### config.mk
export PLATFORM = sky130hd
export DESIGN_NAME = snn_img_loader
export DESIGN_NICKNAME = d
export VERILOG_FILES = /design/src/rtl/snn_img_loader.sv
export SDC_FILE = /design/constraint.sdc
export NUM_CORES = 1
export LEC_CHECK = 0
export CORE_MARGIN = 5
export CORE_UTILIZATION = 45
export DETAILED_ROUTE_END_ITERATION = 7
export GPL_TIMING_DRIVEN = 1
export PLACE_DENSITY_LB_ADDON = 0.2
export SYNTH_ARGS = -nofsm -noshare
export SYNTH_HDL_FRONTEND = slang
export SYNTH_SLANG_ARGS = --single-unit
### constraint.sdc
create_clock -name clk -period 2.35 [get_ports clk]
set_input_delay 0.235 -clock clk [delete_from_list [all_inputs] [get_ports clk]]
set_output_delay 0.235 -clock clk [all_outputs]
set_load 0.02 [all_outputs]
### src/rtl/snn_img_loader.sv
// snn_img_loader
// ---------------------------------------------------------------------------
// Host-side image sender for the SNN serial link. Reads a 1-bit-per-pixel
// image (8*NUM_BYTES pixels) from a bit-addressed memory and packs it
// LSB-first into bytes. Pixel 8k+i lands in bit i of byte k. Each byte is
// handed to a byte-level uart_tx. The block then waits for the single
// classification byte from uart_rx and holds the digit it reports.
//
// Optional feature macro: SNN_LOADER_TIMEOUT_EN
//   defined   : WAIT_RES gives up after TIMEOUT_CYCLES cycles, sets timeout
//               and ends the transaction with result unchanged.
//   undefined : WAIT_RES waits indefinitely and timeout is always 0.
//
// Ports
//   clk, rst    : clock and synchronous active-high reset
//   start       : one-cycle request; only accepted in IDLE
//   img_addr    : image memory bit address = 8*byte_cnt + bit_cnt
//   img_q       : image memory data, valid one cycle after img_addr
//   tx_start    : one-cycle pulse to uart_tx
//   tx_data     : byte to uart_tx, held from tx_start until tx_rdy returns
//   tx_rdy      : uart_tx idle
//   rx_rdy      : one-cycle pulse from uart_rx with rx_data valid
//   rx_data     : received byte
//   busy        : high from accepted start until the transaction ends
//   done        : one-cycle pulse when the transaction ends
//   result      : received digit, held until the next accepted start
//   result_err  : received byte was not a digit 0..9, held
//   timeout     : no reply in time, held until the next accepted start
//   dbg_state   : current FSM state
//
// Handshake: uart_tx accepts a byte in a cycle where tx_start=1 and
// tx_rdy=1; tx_start is only raised after tx_rdy was seen high, and tx_data
// stays put until tx_rdy is seen high again. rx_rdy is a one-cycle valid
// strobe with no back-pressure; it is only consumed in WAIT_RES.
// ---------------------------------------------------------------------------
module snn_img_loader #(
  parameter int NUM_BYTES      = 98,
  parameter int ADDR_W         = 10,
  parameter int TIMEOUT_CYCLES = 5000000
) (
  input  logic              clk,
  input  logic              rst,
  input  logic              start,
  output logic [ADDR_W-1:0] img_addr,
  input  logic              img_q,
  output logic              tx_start,
  output logic [7:0]        tx_data,
  input  logic              tx_rdy,
  input  logic              rx_rdy,
  input  logic [7:0]        rx_data,
  output logic              busy,
  output logic              done,
  output logic [3:0]        result,
  output logic              result_err,
  output logic              timeout,
  output logic [2:0]        dbg_state
);

  typedef enum logic [2:0] {
    S_IDLE     = 3'd0,
    S_FETCH    = 3'd1,
    S_SEND     = 3'd2,
    S_WAIT_ACK = 3'd3,
    S_WAIT_TX  = 3'd4,
    S_WAIT_RES = 3'd5,
    S_DONE     = 3'd6
  } state_t;

  localparam logic [6:0] LAST_BYTE = 7'(NUM_BYTES - 1);

  state_t      state_q, state_d;
  logic [6:0]  byte_cnt_q, byte_cnt_d;
  logic [2:0]  bit_cnt_q, bit_cnt_d;
  logic        lat_q, lat_d;        // extra fetch cycle for the last read
  logic [7:0]  shreg_q, shreg_d;
  logic        tx_start_q, tx_start_d;
  logic [7:0]  tx_data_q, tx_data_d;
  logic        busy_q, busy_d;
  logic        done_q, done_d;
  logic [3:0]  result_q, result_d;
  logic        result_err_q, result_err_d;
  logic        timeout_q, timeout_d;

`ifdef SNN_LOADER_TIMEOUT_EN
  localparam int TMO_W = (TIMEOUT_CYCLES > 1) ? $clog2(TIMEOUT_CYCLES) : 1;
  localparam logic [TMO_W-1:0] TMO_LAST = TMO_W'(TIMEOUT_CYCLES - 1);
  logic [TMO_W-1:0] tmo_cnt_q, tmo_cnt_d;
`endif

  // {byte_cnt, bit_cnt} is exactly 8*byte_cnt + bit_cnt.
  assign img_addr   = ADDR_W'({byte_cnt_q, bit_cnt_q});
  assign tx_start   = tx_start_q;
  assign tx_data    = tx_data_q;
  assign busy       = busy_q;
  assign done       = done_q;
  assign result     = result_q;
  assign result_err = result_err_q;
  assign timeout    = timeout_q;
  assign dbg_state  = state_q;

  always_comb begin
    state_d      = state_q;
    byte_cnt_d   = byte_cnt_q;
    bit_cnt_d    = bit_cnt_q;
    lat_d        = lat_q;
    shreg_d      = shreg_q;
    tx_start_d   = 1'b0;
    tx_data_d    = tx_data_q;
    busy_d       = busy_q;
    done_d       = 1'b0;
    result_d     = result_q;
    result_err_d = result_err_q;
    timeout_d    = timeout_q;
`ifdef SNN_LOADER_TIMEOUT_EN
    tmo_cnt_d    = tmo_cnt_q;
`endif

    case (state_q)
      S_IDLE: begin
        if (start) begin
          byte_cnt_d   = '0;
          bit_cnt_d    = '0;
          lat_d        = 1'b0;
          result_err_d = 1'b0;
          timeout_d    = 1'b0;
          busy_d       = 1'b1;
          state_d      = S_FETCH;
        end
      end

      S_FETCH: begin
        // img_q carries the pixel addressed in the previous cycle, so the
        // first cycle of a byte has nothing to capture and the latency
        // cycle captures pixel 7.
        if ((bit_cnt_q != 3'd0) || lat_q) begin
          shreg_d = {img_q, shreg_q[7:1]};
        end
        if (lat_q) begin
          lat_d   = 1'b0;
          state_d = S_SEND;
        end else begin
          bit_cnt_d = bit_cnt_q + 3'd1;
          if (bit_cnt_q == 3'd7) begin
            lat_d = 1'b1;
          end
        end
      end

      S_SEND: begin
        if (tx_rdy) begin
          tx_start_d = 1'b1;
          tx_data_d  = shreg_q;
          state_d    = S_WAIT_ACK;
        end
      end

      // uart_tx may still show ready here; give it a cycle to drop it.
      S_WAIT_ACK: state_d = S_WAIT_TX;

      S_WAIT_TX: begin
        if (tx_rdy) begin
          if (byte_cnt_q == LAST_BYTE) begin
            state_d   = S_WAIT_RES;
`ifdef SNN_LOADER_TIMEOUT_EN
            tmo_cnt_d = '0;
`endif
          end else begin
            byte_cnt_d = byte_cnt_q + 7'd1;
            state_d    = S_FETCH;
          end
        end
      end

      S_WAIT_RES: begin
        // A reply arriving in the expiry cycle still counts.
        if (rx_rdy) begin
          result_d     = rx_data[3:0];
          result_err_d = (rx_data[7:4] != 4'd0) || (rx_data[3:0] > 4'd9);
          done_d       = 1'b1;
          busy_d       = 1'b0;
          state_d      = S_DONE;
        end
`ifdef SNN_LOADER_TIMEOUT_EN
        else if (tmo_cnt_q == TMO_LAST) begin
          timeout_d = 1'b1;
          done_d    = 1'b1;
          busy_d    = 1'b0;
          state_d   = S_DONE;
        end else begin
          tmo_cnt_d = tmo_cnt_q + 1'b1;
        end
`endif
      end

      // done/busy were updated on entry so they are visible in this cycle.
      S_DONE: state_d = S_IDLE;

      default: state_d = S_IDLE;
    endcase
  end

  always_ff @(posedge clk) begin
    if (rst) begin
      state_q      <= S_IDLE;
      byte_cnt_q   <= '0;
      bit_cnt_q    <= '0;
      lat_q        <= 1'b0;
      shreg_q      <= '0;
      tx_start_q   <= 1'b0;
      tx_data_q    <= '0;
      busy_q       <= 1'b0;
      done_q       <= 1'b0;
      result_q     <= '0;
      result_err_q <= 1'b0;
      timeout_q    <= 1'b0;
`ifdef SNN_LOADER_TIMEOUT_EN
      tmo_cnt_q    <= '0;
`endif
    end else begin
      state_q      <= state_d;
      byte_cnt_q   <= byte_cnt_d;
      bit_cnt_q    <= bit_cnt_d;
      lat_q        <= lat_d;
      shreg_q      <= shreg_d;
      tx_start_q   <= tx_start_d;
      tx_data_q    <= tx_data_d;
      busy_q       <= busy_d;
      done_q       <= done_d;
      result_q     <= result_d;
      result_err_q <= result_err_d;
      timeout_q    <= timeout_d;
`ifdef SNN_LOADER_TIMEOUT_EN
      tmo_cnt_q    <= tmo_cnt_d;
`endif
    end
  end

endmodule
==> results.toml <==
[final_layout]
num-nets-final = 240
fillers = 343
area_delta_synth_final_pct = 31.6
regArea_um2 = 761
antennaDiodeCount = 0
multiInputGateArea_um2 = 861
drive_gt1_frac = 0.0727

[timing]
max_freq_mhz = 524
worst_slack_ns = 0.443
period_needed_ns = 1.91
drv_slew = 0
finalSetupTns_ns = 0
hold_violations = 0
finalSetupViolations = 0
fin_crit_sh = 0.812
fin_worst_skew_ns = 0.00712
tightestPinTransition_ns = 0.717
holdWs_ns = 0.454
relSlewSlack = 0.515
rsz0062_at_grt = "false"

[synth]
synth_most_common_cell = "dfxtp_1"
synth_nets = 199
synthFlopType = "dfxtp_1"
synth-simple-area-share = 0.218
ys_seq_elements = 38
netlist_instances = 180
synth_compound_area_frac = 0.163
synthTopCellsByArea = "dfxtp_1, mux2i_1, nor2_1"
synth_top_family_by_area = "simple AND/OR/NAND/NOR gates"
yosysTopAreaCell = "dfxtp_1"
ys_top_cells_by_count = "dfxtp_1, nor2_1, nand2_1"
ys.warnings.count = 0
synth_fa_ha_area_frac = 0.0371
yosysSeqAreaShare = 0.451
syn_avg_cell_area_um2 = 9.36
synth_mux_area_frac = 0.0898
netlist_area_um2 = 1690
ys_async_sr_fraction = 0
synth-xor-area-share = 0
ys_types = 38
yosysTopAreaCellShare = 0.451
synth-edff-count = 0

[global_routing]
use_met3 = 0.0611
grt_use_met1 = 0.165
grt_max_degree = 25
antenna_found_initial = 0
grt-ovfl-total = 0
grt_pass1_vias = 1320
grt_pass1_wl_um = 5980
grt_usage = 0.149
use_met2 = 0.259
grt_busiest_layer = "met2"

[clock_tree]
ctsHoldBuffers = 0
cts_root_buf = "clkbuf_8"
cts_tree = "built"
cts_made_buffers = 5
clkSlewWorstSetupHoldPaths_ns = 0.07
postCtsSetupBuffers = 0
clk_latency_ns = 0.28
cts_num_sinks = 38
cts_buffer_depth = 2
cts_resized = 0
cts_max_level = 2

[floorplan]
die-height_um = 71.2
coreArea_um2 = 3630
io_pins = 44
fp.dieW_um = 71.2
die_area_um2 = 5070
start_util = 0.464
rows = 22

[routing]
via_per_inst = 5.14
wl_per_cell_um = 13.5
dr_total_vias = 1378
drcViolationCount = 0
ant_nets = 0
first_pass_iters = 4
detail_route.iter0.violations = 50
drt_wl_total_um = 3610

[critical_path]
slowest_delay_ns = 0.65
crit_type = "flip-flop to flip-flop"
cp.arrival_ns = 2.12
worst_path_max_delay_cell = "dfxtp_1"
critPathBufInv = 0
critPathLaunchType = "flip-flop"
path_cells = "or3b_1 -> a211oi_4 -> a21oi_1 -> nor3b_2"
crit_required_ns = 2.56
cp_top_family = "simple AND/OR/NAND/NOR gates"
crit_fanout = 14
cp-end-kind = "flip-flop"

[placement]
place.detailed.hpwl_um = 2760
gp_congestion = 0.766
portBuffers = 42
place_ws_ns = 0.454

[power]
leakage_nw = 0.841
powerDensity_nw_per_um2 = 537
p_total_w = 0.00119
peakVddDrop_v = 0.000379

[worst_hold_path]
hold_path.class = "flip-flop to flip-flop"

[run]
maxCapViolCount = 0

[status]
status = "completed"
==> power by group <==
group | total, W | internal, W | switching (W)
Clock | 0.000431 | 0.000226 | 0.000205
Combinational | 0.000102 | 0.0000509 | 0.0000511
Sequential | 0.000657 | 0.000649 | 0.00000762
Total | 0.00119 | 0.000926 | 0.000264
==> cell families after synthesis <==
| kind of cell | after synthesis |
|---|---|
| simple gates | 70 |
| flops | 38 |
| compound gates | 36 |
| buf+inv | 15 |
| mux | 15 |
| fa+ha+maj | 5 |
| other cells | 1 |
==> cell usage in the layout, fill, tap and decap left out, drive strengths merged, types with 4 or more instances in the layout <==
cell type	n
a21oi	14
o21ai	4
inv	5
clkdlybuf4s50	42
ha	5
and3	6
mux2i	14
nor2	25
nor3b	5
nand3b	4
nand2	17
dfxtp	38
clkbuf	6
==> tightest hold or removal path, stage by stage (launching register included) <==
cell and delay, ns:
dfxtp_1 0.31, nand2_1 0.05, a21oi_1 0.05
==> state kept, by name (all words and copies together) (netlist names) <==
name        count
done            1
tx_data         8
bit_cnt_q       3
byte_cnt_q      7
lat_q           1
dbg_state       3
result          4
tx_start        1
busy            1
result_err      1
shreg_q         8
==> final timing paths <==
| check | start | endpoint | slack, ns | cells past startpoint |
|---|---|---|---|---|
| setup / recovery | dbg_state[2] | byte_cnt_q[2] | 0.44 | 4 |
| hold / removal | tx_data[4] | tx_data[4] | 0.45 | 2 |
| setup reg to reg | dbg_state[2] | byte_cnt_q[2] | 0.44 | 4 |
| hold reg to reg | tx_data[4] | tx_data[4] | 0.45 | 2 |
==> layer usage <==
| layer | routed length, um | vias up |
|---|---|---|
| li1 | - | 702 |
| met1 | 1440 | 635 |
| met2 | 1890 | 39 |
| met3 | 258 | 2 |
| met4 | 19 | 0 |
| met5 | 0 | - |
==> stage by stage <==
step	cell area [um2]	cells	util
finish	2220	268	0.611
global route	2220	268	0.611
CTS	2220	268	0.611
detailed placement	2140	262	0.588
global placement	2140	262	0.588
floorplan	1690	180	-
==> layout make-up <==
type | instances | share of cell area
timing repair buffer | 44 | 0.196
multi-input combinational | 127 | 0.388
sequential | 38 | 0.343
tap | 48 | 0.0271
clock buffer | 6 | 0.0372
inverter | 5 | 0.00846
Power figures use the tool's default switching activity.
